[config.mk]
export PLATFORM = sky130hd
export DESIGN_NAME = mips_loader
export DESIGN_NICKNAME = d
export VERILOG_FILES = /design/src/rtl/mips_dbg_pkg.sv /design/src/rtl/mips_loader.sv
export SDC_FILE = /design/constraint.sdc
export NUM_CORES = 1
export LEC_CHECK = 0
export BUFFER_PORTS_ARGS = -buffer_cell sky130_fd_sc_hd__buf_2
export CORE_MARGIN = 5
export CORE_UTILIZATION = 53
export CTS_CLUSTER_SIZE = 10
export DETAILED_ROUTE_END_ITERATION = 6
export MAX_ROUTING_LAYER = met4
export PLACE_DENSITY_LB_ADDON = 0.1
export RECOVER_POWER = 25
export SLEW_MARGIN = 20
export SYNTH_ARGS = -nofsm -noshare
export SYNTH_HDL_FRONTEND = slang
export SYNTH_SLANG_ARGS = --single-unit
[constraint.sdc]
create_clock -name clk1 -period 5.3 [get_ports clk1]
set_clock_uncertainty 0.1 [all_clocks]
set_input_delay 0 -clock clk1 [delete_from_list [all_inputs] [get_ports clk1]]
set_output_delay 0 -clock clk1 [all_outputs]
set_load 0.01 [all_outputs]
[src/rtl/mips_dbg_pkg.sv]
`default_nettype none
// ============================================================================
//  Package     : mips_dbg_pkg
//  Description : Shared types and widths for the MIPS debug loader: host
//                command opcodes, loader FSM states, register-file and data
//                widths.
//  Revision    : 1.0 - initial release
// ============================================================================
package mips_dbg_pkg;

    localparam int REG_AW = 5;
    localparam int DATA_W = 32;

    // Host command opcodes carried on cmd_op
    typedef enum logic [1:0] {
        OP_WMEM = 2'b00,
        OP_WREG = 2'b01,
        OP_RUN  = 2'b10,
        OP_DUMP = 2'b11
    } cmd_op_t;

    // Loader sequencing states
    typedef enum logic [2:0] {
        ST_IDLE     = 3'd0,
        ST_WRITE    = 3'd1,
        ST_START    = 3'd2,
        ST_RUN      = 3'd3,
        ST_DUMP_RD  = 3'd4,
        ST_DUMP_OUT = 3'd5
    } state_t;

endpackage : mips_dbg_pkg
`default_nettype wire

[src/rtl/mips_loader.sv]
`default_nettype none
// ============================================================================
//  Module      : mips_loader
//  Description : Host-side debug loader for a small MIPS core. Accepts one
//                command at a time (memory write, register write, run until
//                halt, register dump) and sequences the core's write ports,
//                start pulse and register read port. Register dumps are
//                returned as a valid/ready beat stream.
//  Revision    : 1.0 - initial release
// ============================================================================
module mips_loader
    import mips_dbg_pkg::*;
#(
    parameter int MEM_AW      = 10,
    parameter int DUMP_CNT    = 6,
    parameter int RUN_TIMEOUT = 1024
) (
    input  logic              clk1,
    input  logic              reset,

    // host command channel
    input  logic              cmd_valid,
    output logic              cmd_ready,
    input  logic [1:0]        cmd_op,
    input  logic [MEM_AW-1:0] cmd_addr,
    input  logic [DATA_W-1:0] cmd_data,

    // core memory write port
    output logic              mem_we,
    output logic [MEM_AW-1:0] mem_addr,
    output logic [DATA_W-1:0] mem_wdata,

    // core register-file ports
    output logic              reg_we,
    output logic [REG_AW-1:0] reg_waddr,
    output logic [DATA_W-1:0] reg_wdata,
    output logic [REG_AW-1:0] reg_raddr,
    input  logic [DATA_W-1:0] reg_rdata,

    // core control
    output logic              core_start,
    input  logic              core_halted,

    // register dump stream
    output logic              dump_valid,
    input  logic              dump_ready,
    output logic [DATA_W-1:0] dump_data,
    output logic [REG_AW-1:0] dump_idx,
    output logic              dump_last,

    // status
    output logic              busy,
    output logic              timeout_err
);

    // Run counter only ever needs to hold 0 .. RUN_TIMEOUT-1
    localparam int                c_run_cw   = (RUN_TIMEOUT < 2) ? 1 : $clog2(RUN_TIMEOUT);
    localparam logic [c_run_cw-1:0] c_run_last = c_run_cw'(RUN_TIMEOUT - 1);
    localparam logic [REG_AW-1:0] c_beat_last = REG_AW'(DUMP_CNT - 1);

    state_t              r_state;

    logic                r_mem_we;
    logic [MEM_AW-1:0]   r_mem_addr;
    logic [DATA_W-1:0]   r_mem_wdata;

    logic                r_reg_we;
    logic [REG_AW-1:0]   r_reg_waddr;
    logic [DATA_W-1:0]   r_reg_wdata;

    logic                r_core_start;
    logic                r_timeout_err;
    logic [c_run_cw-1:0] r_run_cnt;

    // r_idx is the register currently being read; r_beat counts dump beats
    logic [REG_AW-1:0]   r_idx;
    logic [REG_AW-1:0]   r_beat;

    logic                r_dump_valid;
    logic [DATA_W-1:0]   r_dump_data;
    logic [REG_AW-1:0]   r_dump_idx;
    logic                r_dump_last;

    logic                w_idle;

    assign w_idle = (r_state == ST_IDLE);

    // Command sequencer: one FSM owning every registered output
    always_ff @(posedge clk1) begin
        if (reset) begin
            r_state       <= ST_IDLE;
            r_mem_we      <= 1'b0;
            r_mem_addr    <= '0;
            r_mem_wdata   <= '0;
            r_reg_we      <= 1'b0;
            r_reg_waddr   <= '0;
            r_reg_wdata   <= '0;
            r_core_start  <= 1'b0;
            r_timeout_err <= 1'b0;
            r_run_cnt     <= '0;
            r_idx         <= '0;
            r_beat        <= '0;
            r_dump_valid  <= 1'b0;
            r_dump_data   <= '0;
            r_dump_idx    <= '0;
            r_dump_last   <= 1'b0;
        end else begin
            // strobes are single-cycle unless re-armed below
            r_mem_we     <= 1'b0;
            r_reg_we     <= 1'b0;
            r_core_start <= 1'b0;

            case (r_state)
                ST_IDLE: begin
                    if (cmd_valid) begin
                        case (cmd_op_t'(cmd_op))
                            OP_WMEM: begin
                                r_mem_we    <= 1'b1;
                                r_mem_addr  <= cmd_addr;
                                r_mem_wdata <= cmd_data;
                                r_state     <= ST_WRITE;
                            end
                            OP_WREG: begin
                                // index 0 is still written; the core ignores R0 writes
                                r_reg_we    <= 1'b1;
                                r_reg_waddr <= cmd_addr[REG_AW-1:0];
                                r_reg_wdata <= cmd_data;
                                r_state     <= ST_WRITE;
                            end
                            OP_RUN: begin
                                r_core_start  <= 1'b1;
                                r_timeout_err <= 1'b0;
                                r_state       <= ST_START;
                            end
                            OP_DUMP: begin
                                r_idx   <= cmd_addr[REG_AW-1:0];
                                r_beat  <= '0;
                                r_state <= ST_DUMP_RD;
                            end
                            default: r_state <= ST_IDLE;
                        endcase
                    end
                end

                // the write strobe is live during this cycle
                ST_WRITE: r_state <= ST_IDLE;

                // core_start is live during this cycle
                ST_START: begin
                    r_run_cnt <= '0;
                    r_state   <= ST_RUN;
                end

                // first RUN cycle may still show a stale HALTED, so it is ignored
                ST_RUN: begin
                    if ((r_run_cnt != '0) && core_halted) begin
                        r_state <= ST_IDLE;
                    end else if (r_run_cnt == c_run_last) begin
                        r_timeout_err <= 1'b1;
                        r_state       <= ST_IDLE;
                    end else begin
                        r_run_cnt <= r_run_cnt + c_run_cw'(1);
                    end
                end

                // read port is combinational: capture the addressed register
                ST_DUMP_RD: begin
                    r_dump_valid <= 1'b1;
                    r_dump_data  <= reg_rdata;
                    r_dump_idx   <= r_idx;
                    r_dump_last  <= (r_beat == c_beat_last);
                    r_state      <= ST_DUMP_OUT;
                end

                // hold the beat until the host takes it
                ST_DUMP_OUT: begin
                    if (dump_ready) begin
                        r_dump_valid <= 1'b0;
                        r_dump_last  <= 1'b0;
                        r_idx        <= r_idx + REG_AW'(1);
                        r_beat       <= r_beat + REG_AW'(1);
                        r_state      <= (r_beat == c_beat_last) ? ST_IDLE : ST_DUMP_RD;
                    end
                end

                default: r_state <= ST_IDLE;
            endcase
        end
    end

    assign cmd_ready   = w_idle;
    assign busy        = ~w_idle;
    assign timeout_err = r_timeout_err;

    assign mem_we      = r_mem_we;
    assign mem_addr    = r_mem_addr;
    assign mem_wdata   = r_mem_wdata;

    assign reg_we      = r_reg_we;
    assign reg_waddr   = r_reg_waddr;
    assign reg_wdata   = r_reg_wdata;
    assign reg_raddr   = r_idx;

    assign core_start  = r_core_start;

    assign dump_valid  = r_dump_valid;
    assign dump_data   = r_dump_data;
    assign dump_idx    = r_dump_idx;
    assign dump_last   = r_dump_last;

endmodule : mips_loader
`default_nettype wire

# Word level (Yosys, flattened, before mapping)
# Index checks and enable logic that the tools add are counted.
totals:
  ff_bits: 145
  elab_cells: 84
  output_inout_bits: 129
  inputBits: 81
classes:
  eq_ne: 17
  mux: 29
  reduce_logical: 17
  add_sub_neg: 3
  bitwise_logic: 2
op_table:
  columns: ["operator", "count"]
  rows:
  - ["5-bit two-way mux", 6]
  - ["10-bit two-way mux", 2]
  - ["10-bit one-hot mux with 2 select lines", 1]
  - ["5-bit one-hot mux with 2 select lines", 2]
  - ["3-bit two-way mux", 5]
  - ["3-bit one-hot mux with 5 select lines", 1]
  - ["3-bit AND reduction", 4]
  - ["10-bit by 1-bit adder with 10-bit output (second input constant)", 1]
  - ["5-bit by 1-bit adder with 5-bit output (second input constant)", 2]
  - ["10-bit == test (second input constant)", 1]
  - ["2-bit inequality test (second input constant)", 5]
  - ["10-bit nonzero test", 1]
  - ["3-bit one-hot mux with 3 select lines", 1]
  - ["1-bit two-way mux", 8]
  - ["2-bit nonzero test", 4]
  - ["3-bit by 2-bit == test with 1-bit output (second input constant)", 2]
  - ["3-bit == test (second input constant)", 2]
  - ["1-bit one-hot mux with 2 select lines", 3]
  - ["5-bit by 3-bit == test with 1-bit output (second input constant)", 1]
  - ["5-bit AND reduction", 1]
  - ["2-bit == test (second input constant)", 2]
  - ["2-bit by 1-bit inequality test with 1-bit output (second input constant)", 2]
  - ["4-bit AND reduction", 1]
  - ["3-bit logical NOT", 1]
  - ["other kinds (8)", 9]

# Logic depth before layout (Yosys ltp)
# Gate-level depths: netlist of run 1.
logic_depth:
  ltp_word: 5
  ltp_mapped: 7
  depth_no_buf: 6

# Worst setup path before layout of run 1
# OpenSTA, ideal clock, no wires.
synth_path:
  kind: "reg-to-reg"
  from: "register r_run_cnt[0]"
  to: "register r_run_cnt[9]"
  period_less_slack_ns: 2.308
  t_required_ns: 5.079
  slack_ns: 2.992
  setup_ns: 0.121
  arrival_time_ns: 2.087
  n_path_buf: 0
  path_stages_with_launch: 7
  path_cell_list: "dfxtp_1 -> inv_1 -> ha_1 -> or4b_1 -> o41a_1 -> nor4_1 -> mux2_2"
synth_between:
  elab_chain_cells: 4
  word_cells_on_any_way: 10
  cone_classes: "1 x add/sub; 3 x eq/ne; 3 x mux; 3 x reduce/logical"
synth_rtl:
  columns: ["item", "line", "text"]
  rows:
  - ["from (decl)", "mips_loader.sv:73", "logic [c_run_cw-1:0] r_run_cnt;"]
  - ["from (signal assigned)", "mips_loader.sv:162", "r_run_cnt <= r_run_cnt + c_run_cw'(1);"]
  - ["10-bit by 1-bit adder with 10-bit output / 10-bit nonzero test (equally long branches)", "mips_loader.sv:162, mips_loader.sv:156", null]
  - ["10-bit two-way mux / 1-bit logical AND (equally long branches)", "mips_loader.sv:158, mips_loader.sv:156", null]
  - ["10-bit two-way mux / 2-bit inequality test (equally long branches)", null, null]
  - ["10-bit one-hot mux with 2 select lines / 3-bit AND reduction (equally long branches)", null, null]
# Parallel ways exist; a longest one is shown, timed or not. The select of a mux whose other input is x is not followed.
# A chain may end at the register's enable or synchronous reset.

# Final worst setup path of run 1
layout_path:
  from: "register r_run_cnt[0]"
  to: "register r_state[0]"
layout_between:
  elab_chain_cells: 4
  word_cells_on_any_way: 7
  cone_classes: "2 x eq/ne; 2 x mux; 3 x reduce/logical"
layout_rtl:
  columns: ["item", "line", "text"]
  rows:
  - ["10-bit nonzero test", "mips_loader.sv:156", "if ((r_run_cnt != '0) && core_halted) begin"]
  - ["1-bit logical AND", "mips_loader.sv:156", null]
  - ["3-bit two-way mux / 3-bit inequality test (equally long branches)", null, null]
  - ["3-bit one-hot mux with 5 select lines / 3-bit AND reduction (equally long branches)", null, null]
  - ["to (signal assigned)", "mips_loader.sv:182", "r_state <= (r_beat == c_beat_last) ? ST_IDLE : ST_DUMP_RD;"]
  - ["to (decl)", "mips_loader.sv:61", "state_t r_state;"]
# Parallel ways exist; a longest one is shown, timed or not.

==> results.sh, run 1 <==
export IMPL_arrival_ns=3.57
export IMPL_htreeDepth=4
export IMPL_async_flop_share_pct=0
export IMPL_crit_family="compound AO/OA/AOI/OAI gates"
export IMPL_drt_pass1_iterations=5
export IMPL_synth_nets=807
export IMPL_powerDensity_mw_per_mm2=323.5
export IMPL_setup_viol=0
export IMPL_max_freq_ghz=0.3106
export IMPL_synth_area_per_cell_sq_um=7.828
export IMPL_io_buffer_count=209
export IMPL_die_w_microns=113.2
export IMPL_synth_commonest_cells="246 x nand2_1, 145 x dfxtp_1, 129 x a21oi_1"
export IMPL_maxSlewHeadroom_pct=38.70
export IMPL_worstSkewPairLatency_ns=0.52
export IMPL_cts_tree="built"
export IMPL_final_nets=1078
export IMPL_drive_above_1_share_pct=18.44
export IMPL_path_class="flop to flop"
export IMPL_cp_end_kind="flop"
export IMPL_drv_slew=0
export IMPL_rrSetupSlack_ns=2.08
export IMPL_antenna_cells=0
export IMPL_drcViolationCount=0
export IMPL_ctsRootBufferMaster="clkbuf_8"
export IMPL_status="finished, final reports clean"
export IMPL_vias=6186
export IMPL_ios=210
export IMPL_path_buf_inv=3
export IMPL_cp_startpoint="r_run_cnt[0]"
export IMPL_leakage_nw=3.224
export IMPL_synth_area_leaders="dfxtp_1 51%, nand2_1 16%, a21oi_1 11%"
export IMPL_rr_worst_depth=8
export IMPL_start_kind="flop"
export IMPL_grt_pass1_wl_mm=29.34
export IMPL_clkSinkCount=145
export IMPL_core_area_sq_mm=0.01037
export IMPL_r2r_end="r_state[0]"
export IMPL_yosysSeqAreaShare_pct=51.43
export IMPL_critical_path_required_ns=5.65
export IMPL_vdd_drop_max_mv=0.2064
export IMPL_drt_initial_drc_count=492
export IMPL_synth_edf_count=0
export IMPL_crit_slowest_cell="o41ai_1"
export IMPL_yosys_area_top_type_share_pct=51.43
export IMPL_crit_chain="inv_1 -> ha_1 -> or4b_1 -> o41ai_1 -> buf_4 -> a21oi_1 -> a2111oi_0 -> dlygate4sd3_1"
export IMPL_numCtsBuffers=17
export IMPL_cp_max_fo=10
export IMPL_wl_per_cell_microns=16.27
export IMPL_vias_per_cell=5.431
export IMPL_overflow=0
export IMPL_timing_rr_start="r_run_cnt[0]"
export IMPL_drv_cap=0
export IMPL_ant_nets=0
export IMPL_gp_congestion=0.8965
export IMPL_path_clk_slew_ns=0.06
export IMPL_max_stage_delay_ns=0.61
export IMPL_dp_hpwl_mm=11.21
export IMPL_dieArea_sq_mm=0.01281
export IMPL_grtUsageTotal_pct=29.10
export IMPL_hold_buffers=87
export IMPL_yosysUniqueCellTypes=48
export IMPL_finalCriticalPeriod_ns=3.220
export IMPL_cts_buffer_depth=2
export IMPL_hp_class="input pin to flop"
export IMPL_p_total_mw=2.625
export IMPL_cts_setup_buffers=0
export IMPL_syn_area_sq_mm=0.005644
export IMPL_endpoint="r_state[0]"
export IMPL_synth_top_area_cell="dfxtp_1"
export IMPL_first_global_vias=6112
export IMPL_fillers=749
export IMPL_ys_ff_latch=145
export IMPL_synth_most_common_cell="nand2_1"
export IMPL_fin_setup_tns_ns=0
export IMPL_hold_viol=0
export IMPL_grt_setup_unrepaired="no"
export IMPL_die_h_microns=113.2
export IMPL_wl_mm=18.53
export IMPL_synth_warnings=0
export IMPL_start_util_pct=54.43
export IMPL_tightest_slew_ns=0.9125
export IMPL_postSynthCellCount=721
export IMPL_fin_crit_sh_pct=60.75
export IMPL_antenna_found_initial=0
export IMPL_ctsResizeCount=0
export IMPL_synth_main_ff_cell="dfxtp_1"
export IMPL_cp_depth=8
export IMPL_syn_to_final_growth_pct=43.76
export IMPL_rows=37
export IMPL_grt_max_degree=87
## how the worst min path moves through the flow
stage                              from       endpoint  depth (start not counted)
after CTS                 reg_rdata[13]  dump_data[13]                          4
after global routing      reg_rdata[30]  dump_data[30]                          4
final                     reg_rdata[22]  dump_data[22]                          4
after global placement      cmd_addr[9]    mem_addr[9]                          3
after floorplan            reg_rdata[0]   dump_data[0]                          2
after detailed placement    cmd_addr[9]    mem_addr[9]                          3
## per-stage QoR
step | hold slack, ns | instance area, sq um | cells | util (%) | setup WS, ns
floorplan | 0.03598 | 5644 | 721 | - | 2.992
global placement | 0.1399 | 6741 | 1022 | 65.01 | 2.851
detailed placement | 0.1464 | 6741 | 1022 | 65.01 | 2.756
CTS | 0.1533 | 8199 | 1139 | 79.07 | 2.218
global route | 0.1609 | 8114 | 1139 | 78.25 | 1.912
finish | 0.1719 | 8114 | 1139 | 78.25 | 2.081
## worst register-to-register path, stage by stage, from the launching register on
cell           delay (ns)
dfxtp_1              0.36
inv_1                0.09
ha_1                 0.14
or4b_1               0.46
o41ai_1              0.61
buf_4                0.29
a21oi_1              0.08
a2111oi_0            0.42
dlygate4sd3_1        0.61
## placed cells by master (no fill, tap or decap), types with 11 or more instances in the layout
| cell | instances |
|---|---|
| nand2_1 | 246 |
| dfxtp_1 | 145 |
| buf_2 | 140 |
| a21oi_1 | 129 |
| dlygate4sd3_1 | 87 |
| clkbuf_1 | 69 |
| nor2_1 | 19 |
| clkbuf_16 | 16 |
| a31oi_1 | 11 |
## layout make-up
| cell class | count | area, sq um | area share, % |
|---|---|---|---|
| clock buffer | 19 | 431.7 | 5.320 |
| multi-input combinational | 514 | 2522 | 31.09 |
| sequential | 145 | 2903 | 35.77 |
| inverter | 10 | 37.54 | 0.4626 |
| tap | 136 | 170.2 | 2.097 |
| clock inverter | 11 | 155.1 | 1.912 |
| timing repair buffer | 304 | 1894 | 23.35 |
## kinds of logic after synthesis
group                    count (synthesis)  synth area share [%]
AO/OA/AOI/OAI                          174                 17.03
adder cells (fa/ha/maj)                  5                 1.108
buffers and inverters                   62                 4.167
flip-flops                             145                 51.43
multiplexers                             4                0.7537
AND/OR/NAND/NOR                        331                 25.52
## layer usage
layer | up-vias | track usage (%) | wire [microns]
met3 | 51 | 8.770 | 1637
li1 | 2973 | - | -
met2 | 323 | 49.53 | 9166
met5 | - | - | 0
met1 | 2839 | 31.80 | 7151
met4 | 0 | 11.70 | 573
## registers in the layout, summed over array words and instances, names as in the netlist, 3 cells and up
name / count
r_state: 3
r_run_cnt: 10
reg_raddr: 5
dump_data: 32
dump_idx: 5
r_beat: 5
reg_waddr: 5
mem_wdata: 32
reg_wdata: 32
mem_addr: 10
## power breakdown
part / internal (mW) / total (mW) / switching, mW
logic: 0.124 / 0.284 / 0.159
registers: 1.13 / 1.16 / 0.0300
clock network: 0.728 / 1.18 / 0.455
total: 1.98 / 2.62 / 0.644
Note: power is estimated with default switching activity, not from simulation.
==> inputs of run 2 (changes only) <==
--- a/config.mk
+++ b/config.mk
@@ -7,7 +7,7 @@
 export LEC_CHECK = 0
 export BUFFER_PORTS_ARGS = -buffer_cell sky130_fd_sc_hd__buf_2
 export CORE_MARGIN = 5
-export CORE_UTILIZATION = 53
+export CORE_UTILIZATION = 44
 export CTS_CLUSTER_SIZE = 10
 export DETAILED_ROUTE_END_ITERATION = 6
 export MAX_ROUTING_LAYER = met4
==> constraint.sdc (replaced) <==
create_clock -name clk1 -period 2.6 [get_ports clk1]
set_clock_uncertainty 0.1 [all_clocks]
set_input_delay 0 -clock clk1 [delete_from_list [all_inputs] [get_ports clk1]]
set_output_delay 0 -clock clk1 [all_outputs]
set_load 0.01 [all_outputs]
==> run 2 against run 1 <==
- first-iteration DRC count down 24%
- routed wire length decreased by 4.1%
- non-clock buffer count increased by 2
- sequential share of layout area decreased by 0.28 points
- register-to-register slack worse by 1.9 ns
- final area increased by 0.79%
- largest cell class unchanged
- via count down 3.2%
- sequential cell count did not move
- utilization fell by 13 points
- worst hold slack worse by 0.15 ns
- combinational power grew 110%
==> results.sh, run 2 (synthesized netlist as in run 1, its figures left out) <==
export IMPL_status="finished, final reports clean"
export IMPL_cp_startpoint="r_run_cnt[0]"
export IMPL_dieArea_sq_mm=0.01519
export IMPL_worstHoldStart="core_halted"
export IMPL_hp_class="input pin to flop"
export IMPL_drt_pass1_iterations=5
export IMPL_vias_per_cell=5.076
export IMPL_dp_hpwl_mm=11.59
export IMPL_antenna_cells=0
export IMPL_overflow=0
export IMPL_setup_viol=0
export IMPL_drcViolationCount=0
export IMPL_worstSkewPairLatency_ns=0.42
export IMPL_fin_crit_sh_pct=94.51
export IMPL_cp_max_fo=9
export IMPL_io_buffer_count=209
export IMPL_fillers=1079
export IMPL_instances_no_fill=1179
export IMPL_layout_commonest_cell="nand2_1"
export IMPL_cp_end_kind="flop"
export IMPL_timing_rr_start="r_run_cnt[0]"
export IMPL_powerDensity_mw_per_mm2=654.0
export IMPL_final_nets=1080
export IMPL_numCtsBuffers=17
export IMPL_ctsRootBufferMaster="clkbuf_16"
export IMPL_maxSlewHeadroom_pct=64.50
export IMPL_tightest_slew_ns=0.5289
export IMPL_leakage_nw=3.237
export IMPL_finalCriticalPeriod_ns=2.457
export IMPL_antenna_found_initial=0
export IMPL_vdd_drop_max_mv=0.4247
export IMPL_crit_chain="inv_1 -> ha_1 -> or4b_1 -> o41a_1 -> nor4_2 -> mux2_2"
export IMPL_grtUsageTotal_pct=23.13
export IMPL_cts_buffer_depth=2
export IMPL_crit_slowest_cell="or4b_1"
export IMPL_rows=41
export IMPL_grt_setup_unrepaired="no"
export IMPL_grt_max_degree=51
export IMPL_p_total_mw=5.348
export IMPL_drv_slew=0
export IMPL_critical_path_required_ns=2.81
export IMPL_max_stage_delay_ns=0.48
export IMPL_htreeDepth=4
export IMPL_clkSinkCount=145
export IMPL_die_h_microns=123.3
export IMPL_wl_per_cell_microns=15.07
export IMPL_die_w_microns=123.3
export IMPL_grt_pass1_wl_mm=27.21
export IMPL_cts_setup_buffers=0
export IMPL_fin_setup_tns_ns=0
export IMPL_gp_congestion=0.8700
export IMPL_path_clk_slew_ns=0.06
export IMPL_start_kind="flop"
export IMPL_ios=210
export IMPL_max_freq_ghz=0.4070
export IMPL_wl_mm=17.77
export IMPL_crit_family="simple AND/OR/NAND/NOR gates"
export IMPL_first_global_vias=5783
export IMPL_ant_nets=0
export IMPL_setup_slack_ns=0.1428
export IMPL_start_util_pct=44.73
export IMPL_vias=5985
export IMPL_path_class="flop to flop"
export IMPL_drive_above_1_share_pct=19.27
export IMPL_hold_viol=0
export IMPL_core_area_sq_mm=0.01262
export IMPL_arrival_ns=2.67
export IMPL_drt_initial_drc_count=372
export IMPL_final_cell_mix="246 x nand2_1, 145 x dfxtp_1, 140 x buf_2"
export IMPL_cts_tree="built"
export IMPL_path_buf_inv=1
export IMPL_dp_cells=1068
export IMPL_drv_cap=0
export IMPL_syn_to_final_growth_pct=44.89
export IMPL_pre_cts_ws_ns=0.1078
==> run 2: changes by cell type in the layout (fill, tap and decap cells not counted) <==
cell,delta
dlygate4sd3_1,-8
clkbuf_8,-2
clkinv_2,+4
buf_4,+8
buf_12,+2
inv_6,-1
nor4_2,+1
nor4_1,-1
clkinvlp_4,-3
clkbuf_1,+4
clkbuf_16,+1
clkinv_4,-1
==> run 2: layout make-up <==
| cell class | count | area, sq um | area share [%] |
|---|---|---|---|
| flip-flops and latches | 145 | 2903 | 35.50 |
| multi-input cells | 514 | 2529 | 30.92 |
| repair buffers | 306 | 1914 | 23.41 |
| clock buffers | 22 | 444.2 | 5.431 |
| well taps | 172 | 215.2 | 2.632 |
| clock inverters | 10 | 135.1 | 1.652 |
| inverters | 10 | 37.54 | 0.4590 |
==> run 2: worst register-to-register path, delay by kind of cell (launching register included) <==
| kind | cells | cell delay, ns |
|---|---|---|
| AO/OA/AOI/OAI | 1 | 0.48 |
| adder cells (fa/ha/maj) | 1 | 0.13 |
| buffers and inverters | 1 | 0.09 |
| flip-flops | 1 | 0.36 |
| multiplexers | 1 | 0.36 |
| AND/OR/NAND/NOR | 2 | 0.83 |
==> run 2: where the power goes <==
part	internal [mW]	switching [mW]
Sequential	2.30	0.0430
Combinational	0.261	0.334
Clock	1.51	0.905
==> run 2: final timing paths <==
check	endpoint	slack, ns	cells past startpoint
hold reg to reg	reg_wdata[27]	0.35	2
setup reg to reg	r_run_cnt[9]	0.14	6
setup / recovery	r_run_cnt[9]	0.14	6
hold / removal	timeout_err	0.02	5
==> run 2: per-layer routing <==
metal | wire length, microns | vias to the layer above | GRT usage (%)
met5 | 0 | - | -
met4 | 344 | 0 | 8.028
met3 | 1366 | 35 | 6.542
met2 | 8873 | 230 | 40.16
met1 | 7186 | 2757 | 25.41
li1 | - | 2963 | -
==> run 2: timing repair <==
action,in CTS,in global routing
resized for setup,0,1
hold endpoints to repair,135,0
hold buffers,79,0
setup endpoints to repair,0,1
==> run 2: through the flow <==
stage	hold slack [ns]	area (sq um)	utilization, %
2_1_floorplan	0.03598	5644	-
5_1_grt	0.05063	8178	64.80
4_1_cts	0.007883	8257	65.43
3_3_place_gp	0.1402	6887	54.57
6_report	0.02493	8178	64.80
3_5_place_dp	0.1475	6887	54.57
==> inputs of run 3 (changes only) <==
--- a/config.mk
+++ b/config.mk
@@ -6,6 +6,7 @@
 export NUM_CORES = 1
 export LEC_CHECK = 0
 export BUFFER_PORTS_ARGS = -buffer_cell sky130_fd_sc_hd__buf_2
+export CORE_ASPECT_RATIO = 1.1
 export CORE_MARGIN = 5
 export CORE_UTILIZATION = 44
 export CTS_CLUSTER_SIZE = 10
==> run 3 against run 2 <==
- count of clock-buffer cells in the layout rose by 1
- setup slack improved by 0.027 ns
- highest routed layer unchanged
- largest power group is now sequential cells
- final area fell by 0.32%
- sequential share of layout area rose by 0.11 points
- utilization fell by 0.054 points
- via count fell by 0.12%
- non-clock buffer count fell by 3
==> results.sh, run 3 (synthesized netlist as in run 1, its figures left out) <==
export IMPL_vias_per_cell=5.149
export IMPL_dieArea_sq_mm=0.01520
export IMPL_tightest_slew_ns=0.8256
export IMPL_hold_viol=0
export IMPL_final_util_pct=64.75
export IMPL_antenna_cells=0
export IMPL_drv_cap=0
export IMPL_ctsResizeCount=0
export IMPL_rr_worst_depth=6
export IMPL_drt_initial_drc_count=408
export IMPL_leakage_nw=3.225
export IMPL_syn_to_final_growth_pct=44.42
export IMPL_overflow=0
export IMPL_drv_slew=0
export IMPL_maxSlewHeadroom_pct=44.96
export IMPL_arrival_ns=2.63
export IMPL_drive_above_1_share_pct=19.02
export IMPL_drcViolationCount=0
export IMPL_cp_max_fo=9
export IMPL_cts_setup_buffers=0
export IMPL_worstHoldStart="reset"
export IMPL_finalCriticalPeriod_ns=2.431
export IMPL_layout_commonest_cell="nand2_1"
export IMPL_path_clk_slew_ns=0.05
export IMPL_wl_mm=17.50
export IMPL_fillers=1106
export IMPL_grtUsageTotal_pct=23.57
export IMPL_dp_cells=1050
export IMPL_cp_end_kind="flop"
export IMPL_setup_viol=0
export IMPL_fin_crit_sh_pct=93.48
export IMPL_rrSetupSlack_ns=0.17
export IMPL_fin_setup_tns_ns=0
export IMPL_rows=43
export IMPL_seqCellArea_sq_mm=0.002903
export IMPL_numCtsBuffers=17
export IMPL_grt_pass1_wl_mm=28.79
export IMPL_start_util_pct=44.83
export IMPL_first_global_vias=5907
export IMPL_final_nets=1077
export IMPL_vdd_drop_max_mv=0.5049
export IMPL_antenna_found_initial=0
export IMPL_ios=210
export IMPL_max_freq_ghz=0.4114
export IMPL_holdPathStages=2
export IMPL_powerDensity_mw_per_mm2=648.7
export IMPL_cts_buffer_depth=2
export IMPL_die_h_microns=128.8
export IMPL_wl_per_cell_microns=15.08
export IMPL_ctsRootBufferMaster="clkbuf_16"
export IMPL_timing_rr_start="r_run_cnt[0]"
export IMPL_io_buffer_count=209
export IMPL_htreeDepth=4
export IMPL_status="finished, final reports clean"
export IMPL_dp_hpwl_mm=11.31
export IMPL_gp_congestion=0.8754
export IMPL_hp_class="input pin to flop"
export IMPL_cp_startpoint="r_run_cnt[0]"
export IMPL_worstSkewPairLatency_ns=0.41
export IMPL_vias=5978
export IMPL_final_cell_mix="246 x nand2_1, 145 x dfxtp_1, 140 x buf_2"
export IMPL_die_w_microns=118.0
export IMPL_p_total_mw=5.288
export IMPL_setup_slack_ns=0.1694
export IMPL_grt_max_degree=80
export IMPL_cts_tree="built"
export IMPL_start_kind="flop"
export IMPL_multi_input_area_sq_mm=0.002522
export IMPL_clkSinkCount=145
export IMPL_instances_no_fill=1161
export IMPL_core_area_sq_mm=0.01259
export IMPL_pre_cts_ws_ns=0.1204
export IMPL_grt_setup_unrepaired="no"
export IMPL_ant_nets=0
export IMPL_critical_path_required_ns=2.80
export IMPL_path_class="flop to flop"
export IMPL_drt_pass1_iterations=4
[run 3: layer usage]
| layer | vias up | global-route usage [%] | routed length, microns |
|---|---|---|---|
| met2 | 222 | 40.25 | 8625 |
| met5 | - | - | 0 |
| met4 | 0 | 9.177 | 473 |
| met3 | 36 | 6.505 | 1125 |
| met1 | 2749 | 26.33 | 7279 |
| li1 | 2971 | - | - |
[run 3: per-stage QoR]
| stage | cell area [sq um] | hold WS [ns] |
|---|---|---|
| 3_3_place_gp | 6870 | 0.1398 |
| 4_1_cts | 8237 | 0.04573 |
| 5_1_grt | 8152 | 0.09502 |
| 3_5_place_dp | 6870 | 0.1475 |
| 6_report | 8152 | 0.01520 |
| 2_1_floorplan | 5644 | 0.03598 |
[run 3: path summary, 6_finish.rpt]
kind,endpoint
setup / recovery,r_run_cnt[9]
setup reg to reg,r_run_cnt[9]
hold / removal,timeout_err
hold reg to reg,mem_wdata[19]
[run 3: worst max-delay path: stages, from the launching register on]
cell	delay, ns
dfxtp_1	0.36
inv_1	0.09
ha_1	0.13
or4b_1	0.46
o41a_1	0.47
nor4_1	0.34
mux2_2	0.37
[run 3: area by class of cell]
cell class                 count  area share, %
clock buffer                  23          5.741
clock inverter                 9          1.320
inverter                      10         0.4605
multi-input combinational    514          30.94
sequential                   145          35.61
tap                          157          2.410
timing repair buffer         303          23.51
[run 3: where the power goes]
part / total (mW) / internal, mW / switching (mW)
registers: 2.35 / 2.30 / 0.0456
logic: 0.593 / 0.263 / 0.331
clock network: 2.35 / 1.46 / 0.888
total: 5.29 / 4.02 / 1.26
[run 3: repair_timing]
item / 4_1_cts / 5_1_grt
hold buffers: 79 / 0
hold endpoints to repair: 125 / 0
setup endpoints to repair: 0 / 2
